**src/rtl/cocofdc_spi_master.sv**
```systemverilog
// cocofdc_spi_master: SPI mode-0 master for SET_ADDR/WRITE/READ commands; clock_50_i/reset_i, cmd_* valid/ready command port, rsp_* read response, sclk_o/mosi_o/miso_i/ss_o SPI pins
module cocofdc_spi_master #(
  parameter int CLK_DIV = 6,
  parameter int GAP = 16
) (
  input  logic        clock_50_i,
  input  logic        reset_i,
  input  logic        cmd_valid_i,
  output logic        cmd_ready_o,
  input  logic [1:0]  cmd_op_i,
  input  logic [15:0] cmd_addr_i,
  input  logic [7:0]  cmd_wdata_i,
  output logic        rsp_valid_o,
  output logic [7:0]  rsp_data_o,
  output logic        sclk_o,
  output logic        mosi_o,
  input  logic        miso_i,
  output logic        ss_o
);
  typedef enum logic [2:0] {S_IDLE, S_SHIFT, S_GAP, S_LAST, S_RECOVER} state_e;
  localparam logic [1:0] OP_SET = 2'b00;
  localparam logic [1:0] OP_WRITE = 2'b01;
  localparam logic [1:0] OP_READ = 2'b10;
  localparam logic [1:0] OP_NOP = 2'b11;
  localparam logic [7:0] DM1 = 8'(CLK_DIV - 1);
  localparam logic [7:0] GM1 = 8'(GAP - 1);
  state_e      state_q, state_d;
  logic [7:0]  cnt_q, cnt_d;
  logic [2:0]  bit_q, bit_d;
  logic [1:0]  byte_q, byte_d;
  logic [1:0]  op_q, op_d;
  logic [15:0] data_q, data_d;
  logic [7:0]  shift_q, shift_d;
  logic [7:0]  rx_q, rx_d;
  logic        sclk_q, sclk_d;
  logic        ss_q, ss_d;
  logic        rsp_valid_q, rsp_valid_d;
  logic [7:0]  rsp_data_q, rsp_data_d;
  logic        miso_meta_q, miso_sync_q;
  logic        accept, half_done, last_byte;
  assign cmd_ready_o = (state_q == S_IDLE) && !reset_i;
  assign accept = cmd_valid_i && cmd_ready_o;
  assign half_done = cnt_q == DM1;
  assign last_byte = byte_q == ((op_q == OP_SET) ? 2'd2 : 2'd1);
  assign rsp_valid_o = rsp_valid_q;
  assign rsp_data_o = rsp_data_q;
  assign sclk_o = sclk_q;
  assign mosi_o = shift_q[7];
  assign ss_o = ss_q;
  always_comb begin
    state_d = state_q;
    cnt_d = cnt_q;
    bit_d = bit_q;
    byte_d = byte_q;
    op_d = op_q;
    data_d = data_q;
    shift_d = shift_q;
    rx_d = rx_q;
    sclk_d = sclk_q;
    ss_d = ss_q;
    rsp_valid_d = 1'b0;
    rsp_data_d = rsp_data_q;
    case (state_q)
      S_IDLE: if (accept) begin
        op_d = cmd_op_i;
        // byte 1 comes from data_q[15:8], byte 2 from data_q[7:0]; READ sends a zero dummy
        data_d = (cmd_op_i == OP_SET) ? cmd_addr_i : (cmd_op_i == OP_WRITE) ? {cmd_wdata_i, 8'h00} : 16'h0000;
        byte_d = 2'd0;
        bit_d = 3'd0;
        // a NOP just spends one cycle in RECOVER so ready drops for exactly one cycle
        cnt_d = (cmd_op_i == OP_NOP) ? DM1 : 8'd0;
        state_d = (cmd_op_i == OP_NOP) ? S_RECOVER : S_SHIFT;
        ss_d = cmd_op_i == OP_NOP;
        shift_d = (cmd_op_i == OP_NOP) ? 8'h00 : {6'd0, cmd_op_i} + 8'd1;
      end
      S_SHIFT: begin
        cnt_d = cnt_q + 8'd1;
        if (half_done) begin
          cnt_d = 8'd0;
          sclk_d = !sclk_q;
          if (!sclk_q) rx_d = {rx_q[6:0], miso_sync_q};
          else begin
            shift_d = {shift_q[6:0], 1'b0};
            bit_d = bit_q + 3'd1;
            if (bit_q == 3'd7) begin
              byte_d = byte_q + 2'd1;
              state_d = last_byte ? S_LAST : S_GAP;
            end
          end
        end
      end
      S_GAP: begin
        cnt_d = cnt_q + 8'd1;
        if (cnt_q == GM1) begin
          cnt_d = 8'd0;
          state_d = S_SHIFT;
          shift_d = (byte_q == 2'd1) ? data_q[15:8] : data_q[7:0];
        end
      end
      S_LAST: begin
        cnt_d = cnt_q + 8'd1;
        if (half_done) begin
          cnt_d = 8'd0;
          state_d = S_RECOVER;
          ss_d = 1'b1;
          rsp_valid_d = op_q == OP_READ;
          rsp_data_d = (op_q == OP_READ) ? rx_q : rsp_data_q;
        end
      end
      S_RECOVER: begin
        cnt_d = cnt_q + 8'd1;
        if (half_done) begin
          cnt_d = 8'd0;
          state_d = S_IDLE;
        end
      end
      default: state_d = S_IDLE;
    endcase
  end
  always_ff @(posedge clock_50_i) begin
    if (reset_i) begin
      state_q <= S_IDLE;
      cnt_q <= 8'd0;
      bit_q <= 3'd0;
      byte_q <= 2'd0;
      op_q <= OP_NOP;
      data_q <= 16'h0000;
      shift_q <= 8'h00;
      rx_q <= 8'h00;
      sclk_q <= 1'b0;
      ss_q <= 1'b1;
      rsp_valid_q <= 1'b0;
      rsp_data_q <= 8'h00;
      miso_meta_q <= 1'b0;
      miso_sync_q <= 1'b0;
    end else begin
      state_q <= state_d;
      cnt_q <= cnt_d;
      bit_q <= bit_d;
      byte_q <= byte_d;
      op_q <= op_d;
      data_q <= data_d;
      shift_q <= shift_d;
      rx_q <= rx_d;
      sclk_q <= sclk_d;
      ss_q <= ss_d;
      rsp_valid_q <= rsp_valid_d;
      rsp_data_q <= rsp_data_d;
      miso_meta_q <= miso_i;
      miso_sync_q <= miso_meta_q;
    end
  end
endmodule

```
**config.mk**
```make
export PLATFORM = sky130hd
export DESIGN_NAME = cocofdc_spi_master
export DESIGN_NICKNAME = d
export VERILOG_FILES = /design/src/rtl/cocofdc_spi_master.sv
export SDC_FILE = /design/constraint.sdc
export NUM_CORES = 1
export LEC_CHECK = 0
export ABC_AREA = 1
export ABC_CLOCK_PERIOD_IN_PS = 1500
export BUFFER_PORTS_ARGS = -buffer_cell sky130_fd_sc_hd__clkbuf_2
export CORE_UTILIZATION = 40
export CTS_CLUSTER_SIZE = 24
export DETAILED_ROUTE_END_ITERATION = 8
export HOLD_SLACK_MARGIN = 0.02
export PLACE_DENSITY = 0.63
export REMOVE_ABC_BUFFERS = 1
export SLEW_MARGIN = 10
export SYNTH_ARGS = -nofsm -noshare
export SYNTH_HDL_FRONTEND = slang
export SYNTH_SLANG_ARGS = --single-unit
```
**constraint.sdc**
```tcl
create_clock -name clock_50_i -period 1.5 [get_ports clock_50_i]
set_input_delay 0.15 -clock clock_50_i [delete_from_list [all_inputs] [get_ports clock_50_i]]
set_output_delay 0.15 -clock clock_50_i [all_outputs]
set_load 0.05 [all_outputs]
```
==> results of run 1 <==
-- through the flow --
stage                     instance area (µm²)   util  hold slack (ns)  total power, mW  setup WS [ns]
after detailed placement                 3680  0.477            0.351             3.76         -0.133
after CTS                                4000  0.518           0.0874             5.69        -0.0303
final                                    4190  0.542            0.100             5.95        -0.0194
after global placement                   3680  0.477            0.346             3.72        -0.0899
after floorplan                          3090      -            0.219             3.18         -0.217
after global routing                     4190  0.542           0.0996             6.34         -0.161
-- synth_stat cells, types with 4 or more instances --
cell / n
sky130_fd_sc_hd__o211ai_1: 4
sky130_fd_sc_hd__inv_1: 51
sky130_fd_sc_hd__nand3_1: 35
sky130_fd_sc_hd__a21oi_1: 34
sky130_fd_sc_hd__dfxtp_1: 63
sky130_fd_sc_hd__ha_1: 8
sky130_fd_sc_hd__o21ai_0: 40
sky130_fd_sc_hd__clkbuf_1: 6
sky130_fd_sc_hd__buf_1: 4
sky130_fd_sc_hd__nand2_1: 91
sky130_fd_sc_hd__nor2_4: 5
sky130_fd_sc_hd__a211oi_1: 7
sky130_fd_sc_hd__nor2_1: 91
sky130_fd_sc_hd__nand2_2: 4
-- logic make-up after synthesis --
family,Yosys count
and+or+nand+nor,233
DFF,63
buffers and inverters,71
AOI/OAI and AO/OA,89
xor gates and xnor gates,3
adders and majority gates,8
-- where the power goes --
| group | total (mW) | internal (mW) | switching [mW] |
|---|---|---|---|
| clock | 1.88 | 1.16 | 0.719 |
| sequential | 2.07 | 1.91 | 0.167 |
| combinational | 2.00 | 0.804 | 1.20 |
| total | 5.95 | 3.87 | 2.08 |
-- area by class of cell --
| cell class | count | area (µm²) | share of cell area |
|---|---|---|---|
| well taps | 102 | 128 | 0.0305 |
| flip-flops and latches | 63 | 1280 | 0.305 |
| repair buffers | 79 | 533 | 0.127 |
| clock buffers | 10 | 138 | 0.0329 |
| multi-input cells | 333 | 1790 | 0.427 |
| inverters | 54 | 210 | 0.0502 |
| clock inverters | 6 | 116 | 0.0278 |
-- sequential cells by signal (all words and copies together), names as in the netlist, 3 cells and up --
register and cells:
data_q 16, cnt_q 8, rsp_data_o 8, rx_q 8, state_q 3, shift_q 8
bit_q 3
-- how the worst max path moves through the flow --
| stage | slack [ns] | cells after the start | endpoint | start |
|---|---|---|---|---|
| after floorplan | -0.22 | 7 | state_q[2] | state_q[0] |
| after global placement | -0.09 | 8 | shift_q[4] | cnt_q[0] |
| after detailed placement | -0.13 | 8 | shift_q[5] | cnt_q[0] |
| after CTS | -0.03 | 8 | shift_q[5] | cnt_q[0] |
| after global routing | -0.16 | 9 | rsp_data_o[4] | cnt_q[1] |
| final | -0.02 | 9 | rsp_data_o[3] | cnt_q[1] |
-- what timing repair did --
item / 4_1_cts / 5_1_grt
cloned: 0 / 0
gates resized for setup: 21 / 51
setup endpoints to repair: 37 / 44
pin swaps: 6 / 13
setup buffers: 0 / 3
hold buffers: 1 / 0
endpoints found under the hold margin: 1 / 0
-- cell usage in the layout (no fill, tap or decap), types with 6 or more instances in the layout --
cell type	Yosys	final
sky130_fd_sc_hd__nand3_2	0	7
sky130_fd_sc_hd__inv_2	3	7
sky130_fd_sc_hd__clkbuf_8	0	10
sky130_fd_sc_hd__nand3_1	35	26
sky130_fd_sc_hd__nand2_2	4	9
sky130_fd_sc_hd__buf_4	1	31
sky130_fd_sc_hd__o21ai_0	40	33
sky130_fd_sc_hd__nor2_4	5	7
sky130_fd_sc_hd__clkbuf_2	0	41
sky130_fd_sc_hd__inv_1	51	45
sky130_fd_sc_hd__nor2_2	2	10
sky130_fd_sc_hd__a21oi_1	34	32
sky130_fd_sc_hd__nand2_1	91	85
sky130_fd_sc_hd__dfxtp_1	63	55
sky130_fd_sc_hd__o21ai_1	0	6
sky130_fd_sc_hd__dfxtp_2	0	6
sky130_fd_sc_hd__nor2_1	91	81
sky130_fd_sc_hd__a211oi_1	7	7
-- per-layer routing --
layer,global-route usage,vias to the layer above,part of all wire
met3,0.0544,9,0.033
met2,0.335,51,0.48
li1,-,1643,-
met1,0.248,1411,0.48
met4,0.0714,0,0.011
met5,0,-,0
-- worst max-delay path, cell delays in order (launching register included) --
cell and delay (ns):
sky130_fd_sc_hd__dfxtp_4 0.37, sky130_fd_sc_hd__inv_2 0.06, sky130_fd_sc_hd__ha_4 0.13, sky130_fd_sc_hd__nand3_4 0.09, sky130_fd_sc_hd__nor2_4 0.18, sky130_fd_sc_hd__nand2_2 0.10
sky130_fd_sc_hd__nor3_4 0.21, sky130_fd_sc_hd__inv_2 0.12, sky130_fd_sc_hd__nor2_1 0.11, sky130_fd_sc_hd__nor2_1 0.05
==> results.md, run 1 <==
* Largest net degree at the start of global routing at 38
* Slew Viols, Final at 0
* Crit path setup slack, layout at -0.0194 ns
* Synth Register Bits at 63
* Post-synthesis mux area share at 0
* Number of buffers created by CTS at 9
* Final nets at a little under 600
* Compound-Gate Fraction of Synth Area at 0.153
* Synth Area in Simple Gates at 0.317
* R2r endpoint: rsp_data_o[3]
* Worst Clk Skew at about 0.0076 ns
* Post-synthesis share of cell area spent on xor and xnor gates at 0.00826
* Avg Synthesized Cell Area at slightly below 7 µm²
* Num ports at 43
* Global-route wire length before repair at roughly 13 mm
* Category of the critical setup timing path: reg -> reg
* Count of unique library cells instantiated by Yosys at 29
* Worst endpoint required time at ~1.7 ns
* Via count of the routed design at about 3100
* CP Data Arrival Time at around 1.8 ns
* Area growth syn-to-layout at 31.7%
* # DRC at 0
* Final critical delay including setup and external delays at between 1.5 and 2 ns
* Hold WC Path Type: in -> reg
* Final-layout fill cell count at 760
* Clock latency on the worst-skew pair at roughly 0.35 ns
* Number of enable-type register cells in the synthesized netlist at 0
* WL per Instance at about 12 µm
* Reg2Reg Launch Point: cnt_q[1]
* Async SR Flop Fraction at 0
* Final cycle utilization of the critical path at 1.01
* Startpoint class of the critical path: flop
* GPL Wtd Cong at approximately 0.84
* All-layer global routing usage at 0.201
* Fmax at around 660 MHz
* Die footprint at ~0.0083 mm²
* Post-synthesis instance total at between 400 and 500
* Status: complete, but fails checks
* Worst IR drop on VDD at 0.000780 V
* Yosys warns at 0
* Placeable Area at approximately 0.0077 mm²
* Fraction of layout instances using a drive strength above 1 at 0.292
* Final setup violation count at 9
* Antenna diode instance count at 0
* Starting utilization of the core area at 0.412
* Final hold viol count at 0
* Horizontal extent of the die at 91.2 µm
* Buffer levels on the longest clock path at 2
* Leakage at 1.94 nW
* Cell types occupying the most area after synthesis: sky130_fd_sc_hd__dfxtp_1 40%, sky130_fd_sc_hd__nand2_1 11%, sky130_fd_sc_hd__nor2_1 11%
* Proportion of netlist area held by the largest area contributor at 0.397
* Vias in the first global route at 2885
* Iteration-0 DRC Markers at 121
* Number of iterations in the first detailed-routing pass at 4
* Leading area contributor after synthesis: sky130_fd_sc_hd__dfxtp_1
* Synthesized-area fraction occupied by adder cells at 0.0315
* Min-Delay Path Depth at 3
* Routed Antenna Nets at 0
* Site Rows at 32
* Critical path fanouts, max at 9
* Clock input transition at the sequential cells of the worst setup and hold paths at approximately 0.080 ns
* Number of antenna violations at the first check in global routing at 0
* CTS H-Tree Depth at 3
* End point of the most critical hold path: data_q[4]
* Pwr per Cell Area at roughly 1400 mW/mm²
* Post-detailed-route via-to-cell ratio at ~4.8
* Post-Syn Area at roughly 0.0032 mm²
* Worst reg2reg setup slack at -0.02 ns
* Clock root cell: sky130_fd_sc_hd__clkbuf_8
* Clock sink total at 63
* Final std cells w/o fill at about 650
* Relative slew slack at 0.759
* RSZ-0062 raised after global routing: yes
* Wire length after detailed routing at about 7.7 mm
* Beginning of the worst hold path: cmd_addr_i[4]
* Sequential element share of the synthesized area at 0.397
* Sum of negative setup slack at -0.102 ns
* Sort of element at the end of the critical path: flop
* Grt total ovfl at 0
* Violated checks: setup timing
* Actual slew at the worst max-slew pin at between 0.3 and 0.4 ns
* Post-detail-place hpwl at 5.45 mm
* Synth Flop Type: sky130_fd_sc_hd__dfxtp_1
* Number of input and output port buffers inserted at 42
* TritonCTS clock tree: yes
* Main combinational cell family by area after synthesis: simple AND/OR/NAND/NOR gates
* Die Y-Extent at between 90 and 100 µm
* Number of cells traversed by the worst register-to-register path at 9
* Placed cell count at 627
* Max-cap violation count at 0
(Power assumes the default switching activity.)
==> run 2: changes to the inputs <==
--- a/config.mk
+++ b/config.mk
@@ -5,7 +5,6 @@
 export SDC_FILE = /design/constraint.sdc
 export NUM_CORES = 1
 export LEC_CHECK = 0
-export ABC_AREA = 1
 export ABC_CLOCK_PERIOD_IN_PS = 1500
 export BUFFER_PORTS_ARGS = -buffer_cell sky130_fd_sc_hd__clkbuf_2
 export CORE_UTILIZATION = 40
==> run 2 against run 1 <==
Against the previous run:
- the run still ends with setup timing left
- power is 26% lower
- utilization up 6.0 points
- sequential share of layout area fell by 1.4 points
- die area decreased by 4.7%
- sequential cell count is the same
- highest routed layer unchanged
- via count is 4.3% lower
- first-iteration DRC count decreased by 7.4%
- routed wire length up 7.6%
- sequential power is 12% lower
==> results.md, run 2 <==
* Synth Flop Type: sky130_fd_sc_hd__dfxtp_1
* Largest net degree at the start of global routing at 50 (+32%)
* Die footprint at 0.00792 mm² (-4.7%)
* All-layer global routing usage at 0.217 (+0.0162)
* Site Rows at 31 (-3.1%)
* Main combinational cell family by area after synthesis: simple AND/OR/NAND/NOR gates
* Die Y-Extent at 89.0 µm (-2.4%)
* Worst Clk Skew at 0.00852 ns (+0.000883 ns)
* Post-DP Area at 0.00377 mm² (+2.4%)
* Clock sink total at 63 (unchanged)
* CP Data Arrival Time at 2.05 ns (+0.29 ns)
* Sort of element at the end of the critical path: flop
* Cell types with the highest counts after synthesis: 63 x sky130_fd_sc_hd__dfxtp_1, 47 x sky130_fd_sc_hd__nor2_1, 27 x sky130_fd_sc_hd__a21oi_1, 27 x sky130_fd_sc_hd__nand2_1, 25 x sky130_fd_sc_hd__mux2i_1
* Final setup violation count at 61 (+52)
* Number of iterations in the first detailed-routing pass at 4 (unchanged)
* Sequential element share of the synthesized area at 0.417 (+0.0202)
* Num ports at 43 (unchanged)
* Async SR Flop Fraction at 0 (unchanged)
* Max-cap violation count at 0 (unchanged)
* Cell types occupying the most area after synthesis: sky130_fd_sc_hd__dfxtp_1 42%, sky130_fd_sc_hd__mux2i_1 8.3%, sky130_fd_sc_hd__nor2_1 5.8%
* WL per Instance at 14.8 µm (+25%)
* Slew Viols, Final at 0 (unchanged)
* Number of antenna violations at the first check in global routing at 0 (unchanged)
* Number of enable-type register cells in the synthesized netlist at 0 (unchanged)
* Antenna diode instance count at 0 (unchanged)
* R2r endpoint: cnt_q[7]
* Fraction of layout instances using a drive strength above 1 at 0.388 (+0.0961)
* Vias in the first global route at 2783 (-3.5%)
* Post-synthesis share of cell area spent on xor and xnor gates at 0 (-0.00826)
* Horizontal extent of the die at 89.0 µm (-2.4%)
* Critical Path Start: cnt_q[0]
* Iteration-0 DRC Markers at 112 (-7.4%)
* Leading area contributor after synthesis: sky130_fd_sc_hd__dfxtp_1
* Clock latency on the worst-skew pair at 0.34 ns (about the same)
* Yosys warns at 0 (unchanged)
* Final standard cell area without fillers at 0.00439 mm² (+4.8%)
* Post-detailed-route via-to-cell ratio at 5.34 (+11%)
* Actual slew at the worst max-slew pin at 0.506 ns (+0.145 ns)
* Fmax at 557 MHz (-15%)
* Wire length after detailed routing at 8.27 mm (+7.6%)
* Clock input transition at the sequential cells of the worst setup and hold paths at 0.07 ns (about the same)
* Number of input and output port buffers inserted at 42 (unchanged)
* Category of the critical setup timing path: reg -> reg
* Final cycle utilization of the critical path at 1.20 (+0.185)
* Synth Register Bits at 63 (unchanged)
* Final critical delay including setup and external delays at 1.80 ns (+0.277 ns)
* Final total power at 4.38 mW (-26%)
* GPL Wtd Cong at 0.823 (-1.7%)
* Proportion of netlist area held by the largest area contributor at 0.417 (+0.0202)
* Leading cell type in the layout, fill and taps excluded: sky130_fd_sc_hd__buf_4
* Pwr per Cell Area at 998 mW/mm² (-30%)
* Most common cell in the netlist: sky130_fd_sc_hd__dfxtp_1
* Most used cells in the layout excluding fill and tap cells: 62 x sky130_fd_sc_hd__buf_4, 56 x sky130_fd_sc_hd__dfxtp_1, 45 x sky130_fd_sc_hd__nor2_1
* Leakage at 1.74 nW (-10%)
* Final hold viol count at 0 (unchanged)
* Placeable Area at 0.00729 mm² (-5.6%)
* Post-detail-place hpwl at 5.23 mm (-4.0%)
* Buffer levels on the longest clock path at 2 (unchanged)
* Count of unique library cells instantiated by Yosys at 55 (+90%)
* Compound-Gate Fraction of Synth Area at 0.178 (+0.0248)
* Post-synthesis mux area share at 0.0864 (+0.0864)
* Number of buffers created by CTS at 9 (unchanged)
* Synthesized-area fraction occupied by adder cells at 0.0331 (+0.00160)
* Reg2Reg Launch Point: cnt_q[0]
* Worst IR drop on VDD at 0.000692 V (-11%)
* Clock root cell: sky130_fd_sc_hd__clkbuf_8
* Global-route wire length before repair at 13.0 mm (-1.3%)
* Critical path fanouts, max at 7 (-2)
* Post-Syn Area at 0.00303 mm² (-4.8%)
* Violated checks: setup timing
* Starting utilization of the core area at 0.415 (+0.00347)
* Worst reg2reg setup slack at -0.30 ns (-0.28 ns)
* RSZ-0062 raised after global routing: yes
* Status: complete, but fails checks
* Synth Area in Simple Gates at 0.242 (-0.0752)
* Grt total ovfl at 0 (unchanged)
* Final nets at 494 (-15%)
* Number of flip-flops under the largest register name at 16 (unchanged)
* Post-Place Worst Slack at -0.302 ns (-0.169 ns)
* CTS H-Tree Depth at 3 (unchanged)
* # DRC at 0 (unchanged)
* Area growth syn-to-layout at 44.9%
* Relative slew slack at 0.662 (-0.0964)
* TritonCTS clock tree: yes
* Hold WC Path Type: in -> reg
* Crit path to: cnt_q[7]
* Via count of the routed design at 2981 (-4.3%)
* Routed Antenna Nets at 0 (unchanged)
* Worst endpoint required time at 1.75 ns (about the same)
* Number of cells traversed by the worst register-to-register path at 6 (-3)
* Crit path setup slack, layout at -0.296 ns (-0.277 ns)
* Avg Synthesized Cell Area at 8.62 µm² (+27%)
* Startpoint class of the critical path: flop
* Largest register by flop count: data_q
* Post-synthesis instance total at 351 (-25%)
[run 2: where the power goes]
| group | switching (mW) | internal [mW] |
|---|---|---|
| clock network | 0.636 | 0.839 |
| registers | 0.0650 | 1.76 |
| logic | 0.539 | 0.538 |
[run 2: per-stage QoR]
stage / util / std cells / TNS (ns) / hold WS (ns)
floorplan: - / 329 / -58.80 / 0.215
global placement: 0.517 / 529 / -9.59 / 0.363
detailed placement: 0.517 / 529 / -10.18 / 0.381
CTS: 0.576 / 551 / -7.18 / 0.0364
global route: 0.602 / 558 / -13.82 / 0.0557
finish: 0.602 / 558 / -8.30 / 0.0530
[run 2: cell type report]
cell class	instances	area, µm²
fillers	670	2910
multi-input cells	258	1870
flip-flops and latches	63	1280
repair buffers	116	886
clock buffers	11	151
well taps	99	124
clock inverters	3	43.8
inverters	8	30.0
[run 2: kinds of logic (layout without fill, tap and decap cells)]
kind of cell	after synthesis	in the layout
simple gates	145	145
compound gates	79	79
flops	63	63
buf+inv	30	138
mux	26	26
fa+ha+maj	8	8
[run 2: metal layers]
layer / wire length [µm] / up-vias / global-route usage
met3: 380 / 13 / 0.0628
met2: 4050 / 70 / 0.365
li1: - / 1474 / -
met5: 0 / - / 0
met4: 155 / 0 / 0.0823
met1: 3680 / 1424 / 0.263
[run 2: worst min-delay path by stage]
| stage | from | endpoint | slack, ns | depth (start not counted) |
|---|---|---|---|---|
| 2_1_floorplan | reset_i | shift_q[4] | 0.21 | 1 |
| 3_3_place_gp | miso_i | miso_meta_q | 0.36 | 2 |
| 3_5_place_dp | miso_i | miso_meta_q | 0.38 | 2 |
| 4_1_cts | cmd_addr_i[3] | data_q[3] | 0.04 | 3 |
| 5_1_grt | cmd_addr_i[5] | data_q[5] | 0.06 | 3 |
| 6_report | cmd_addr_i[5] | data_q[5] | 0.05 | 3 |
[run 2: what timing repair did]
action                                  in CTS  in global routing
buffers inserted                             4                  7
gates cloned                                 3                  0
gates resized for setup                     42                 26
hold endpoints to repair                     1                  0
pin swaps                                   10                 12
endpoints found under the setup margin      62                 62
hold buffers                                 1                  0
[run 2: critical path, cell delays in order, from the launching register on]
cell and delay [ns]:
sky130_fd_sc_hd__dfxtp_4 0.36, sky130_fd_sc_hd__ha_1 0.21, sky130_fd_sc_hd__and3_1 0.22, sky130_fd_sc_hd__a21o_1 0.21, sky130_fd_sc_hd__and2_4 0.19, sky130_fd_sc_hd__or3_1 0.36, sky130_fd_sc_hd__a31oi_1 0.16
==> run 3: changes to the inputs <==
--- a/config.mk
+++ b/config.mk
@@ -7,11 +7,11 @@
 export LEC_CHECK = 0
 export ABC_CLOCK_PERIOD_IN_PS = 1500
 export BUFFER_PORTS_ARGS = -buffer_cell sky130_fd_sc_hd__clkbuf_2
-export CORE_UTILIZATION = 40
+export CORE_UTILIZATION = 35
 export CTS_CLUSTER_SIZE = 24
 export DETAILED_ROUTE_END_ITERATION = 8
 export HOLD_SLACK_MARGIN = 0.02
-export PLACE_DENSITY = 0.63
+export PLACE_DENSITY = 0.57
 export REMOVE_ABC_BUFFERS = 1
 export SLEW_MARGIN = 10
 export SYNTH_ARGS = -nofsm -noshare
==> run 3 against run 2 <==
Against the previous run:
- the flow still finishes with violations (setup timing)
- first-iteration DRC count fell by 26%
- power rose by 1.7%
- clock power barely moved
- count of clock-buffer cells in the layout fell by 1
- setup slack improved by 0.070 ns
- sequential share of layout area fell by 1.2 points
- clock skew rose by 0.0040 ns
- routed wire length rose by 1.4%
- via count fell by 0.77%
- die area rose by 14%
==> results.md, run 3 (same netlist as run 2, synthesis figures left out) <==
* Status: complete, but fails checks
* Violated checks: setup timing
* Final critical delay including setup and external delays at 1.73 ns (-0.0700 ns)
* R2r endpoint: ss_o
* Iteration-0 DRC Markers at 83 (-26%)
* Min-Delay Path Depth at 3 (unchanged)
* Max-cap violation count at 0 (unchanged)
* Area growth syn-to-layout at 51.6%
* Multi-input combinational cell area at 0.00197 mm² (+5.2%)
* Beginning of the worst hold path: cmd_addr_i[6]
* Final nets at 497 (+0.61%)
* # DRC at 0 (unchanged)
* Num ports at 43 (unchanged)
* Number of iterations in the first detailed-routing pass at 4 (unchanged)
* Top metal layer carrying routed signals: met4
* Actual slew at the worst max-slew pin at 0.553 ns (+0.0472 ns)
* Met3 routed wirelength at 255 µm (-33%)
* Worst IR drop on VDD at 0.000532 V (-23%)
* Clock input transition at the sequential cells of the worst setup and hold paths at 0.08 ns (about the same)
* Fmax at 579 MHz (+4.1%)
* Cells along the critical path: or4_4 > o22ai_4 > and2_4 > o21ai_4 > o311ai_2
* GPL Wtd Cong at 0.797 (-3.2%)
* Grt total ovfl at 0 (unchanged)
* Critical path's slowest cell: sky130_fd_sc_hd__or4_4
* Routed Antenna Nets at 0 (unchanged)
* Most used cells in the layout excluding fill and tap cells: 56 x sky130_fd_sc_hd__dfxtp_1, 56 x sky130_fd_sc_hd__buf_4, 44 x sky130_fd_sc_hd__nor2_1
* Worst Clk Skew at 0.0125 ns (+0.00402 ns)
* Final standard cell area without fillers at 0.00459 mm² (+4.6%)
* All-layer global routing usage at 0.204 (-0.0125)
* Final cycle utilization of the critical path at 1.15 (-0.0467)
* Die Y-Extent at 95.0 µm (+6.7%)
* Global-route wire length before repair at 14.1 mm (+8.0%)
* Number of antenna violations at the first check in global routing at 0 (unchanged)
* Antenna diode instance count at 0 (unchanged)
* Final-layout fill cell count at 743 (+11%)
* Sum of negative setup slack at -7.05 ns (+1.25 ns)
* Worst reg2reg setup slack at -0.23 ns (+0.07 ns)
* Relative slew slack at 0.631 (-0.0315)
* Horizontal extent of the die at 95.0 µm (+6.7%)
* Clock latency on the worst-skew pair at 0.35 ns (about the same)
* Number of buffers created by CTS at 9 (unchanged)
* Met1 routed wirelength after detailed routing at 3.96 mm (+7.6%)
* Vias in the first global route at 2977 (+7.0%)
* Storage cell area at 0.00128 mm² (+0.20%)
* Number of flip-flops under the largest register name at 16 (unchanged)
* RSZ-0062 raised after global routing: yes
* CTS H-Tree Depth at 3 (unchanged)
* WL per Instance at 14.7 µm (-0.53%)
* Clock sink total at 63 (unchanged)
* Number of cells traversed by the worst register-to-register path at 5 (-1)
* Post-detailed-route via-to-cell ratio at 5.20 (-2.7%)
* Placeable Area at 0.00830 mm² (+14%)
* Post-DP Area at 0.00378 mm² (+0.13%)
* Final hold viol count at 0 (unchanged)
* Startpoint class of the critical path: flop
* Stage delay of the slowest cell on the critical path at 0.56 ns (+0.20 ns)
* Critical path fanouts, max at 7 (unchanged)
* Wire length on met2 at 4.00 mm (-1.1%)
* Worst endpoint required time at 1.76 ns (about the same)
* Number of input and output port buffers inserted at 42 (unchanged)
* Starting utilization of the core area at 0.365 (-0.0504)
* Category of the critical setup timing path: reg -> reg
* Crit path setup slack, layout at -0.226 ns (+0.0700 ns)
* Site Rows at 33 (+6.5%)
* Pwr per Cell Area at 970 mW/mm² (-2.8%)
* CP Data Arrival Time at 1.98 ns (-0.07 ns)
* End point of the most critical hold path: data_q[6]
* Hold WC Path Type: in -> reg
* Wire length after detailed routing at 8.39 mm (+1.4%)
* TritonCTS clock tree: yes
* Clock root cell: sky130_fd_sc_hd__clkbuf_8
* Post-detail-place hpwl at 5.16 mm (-1.2%)
* Leakage at 1.77 nW (+1.5%)
* Sort of element at the end of the critical path: flop
* Largest register by flop count: data_q
* Via count of the routed design at 2958 (-0.77%)
* Final setup violation count at 59 (-3.3%)
* Fraction of layout instances using a drive strength above 1 at 0.433 (+0.0454)
* Buffer levels on the longest clock path at 2 (unchanged)
* Final total power at 4.45 mW (+1.7%)
* Reg2Reg Launch Point: cnt_q[7]
* Die footprint at 0.00902 mm² (+14%)
* Largest net degree at the start of global routing at 49 (-2.0%)
* Slew Viols, Final at 0 (unchanged)
run 3: cell count changes in the layout (fill, tap and decap cells not counted), sizes merged:
cell      change
clkinv        +1
clkinvlp      +2
clkbuf        -2
buf           +4
run 3: how the worst max path moves through the flow:
stage                    start            end  slack, ns  depth (start not counted)
floorplan           state_q[0]     data_q[10]      -1.92                          4
global placement    state_q[2]       cnt_q[5]      -0.25                          5
detailed placement    cnt_q[4]           ss_o      -0.30                          5
CTS                   cnt_q[4]  rsp_data_o[0]      -0.20                          7
global route          cnt_q[7]  rsp_data_o[3]      -0.32                          7
finish                cnt_q[7]           ss_o      -0.23                          5
run 3: power by group:
group	internal (mW)	total, mW	switching [mW]
sequential	1.75	1.82	0.0652
clock	0.776	1.50	0.722
combinational	0.573	1.13	0.560
total	3.10	4.45	1.35
run 3: metrics by stage:
stage / setup slack [ns] / utilization / hold slack, ns / instances
2_1_floorplan: -1.92 / - / 0.215 / 329
3_3_place_gp: -0.251 / 0.455 / 0.359 / 533
3_5_place_dp: -0.298 / 0.455 / 0.365 / 533
4_1_cts: -0.204 / 0.535 / 0.0258 / 568
5_1_grt: -0.315 / 0.553 / 0.0254 / 569
6_report: -0.226 / 0.553 / 0.0409 / 569
run 3: final cells by class:
cell class | instances | area share
Multi-Input combinational cell | 258 | 0.430
Sequential cell | 63 | 0.279
Timing Repair Buffer | 119 | 0.213
Tap cell | 105 | 0.0286
Clock buffer | 10 | 0.0278
Clock inverter | 6 | 0.0155
Inverter | 8 | 0.00654
run 3: worst max-delay path, delay by kind of cell, from the launching register on:
kind / cells / cell delay, ns
AND/OR/NAND/NOR: 2 / 0.78
AO/OA/AOI/OAI: 3 / 0.50
flip-flops: 1 / 0.36
run 3: timing repair:
item / CTS / global route
hold buffers: 1 / 0
cloned: 4 / 0
pin swaps: 37 / 14
buffers inserted: 15 / 3
setup endpoints to repair: 61 / 62
hold endpoints to repair: 1 / 0
resized for setup: 69 / 31
run 3: metal layers:
layer  track usage  vias up
met1         0.258     1400
met2         0.341       63
met3        0.0475       16
li1              -     1479
met4        0.0669        0
met5             0        -
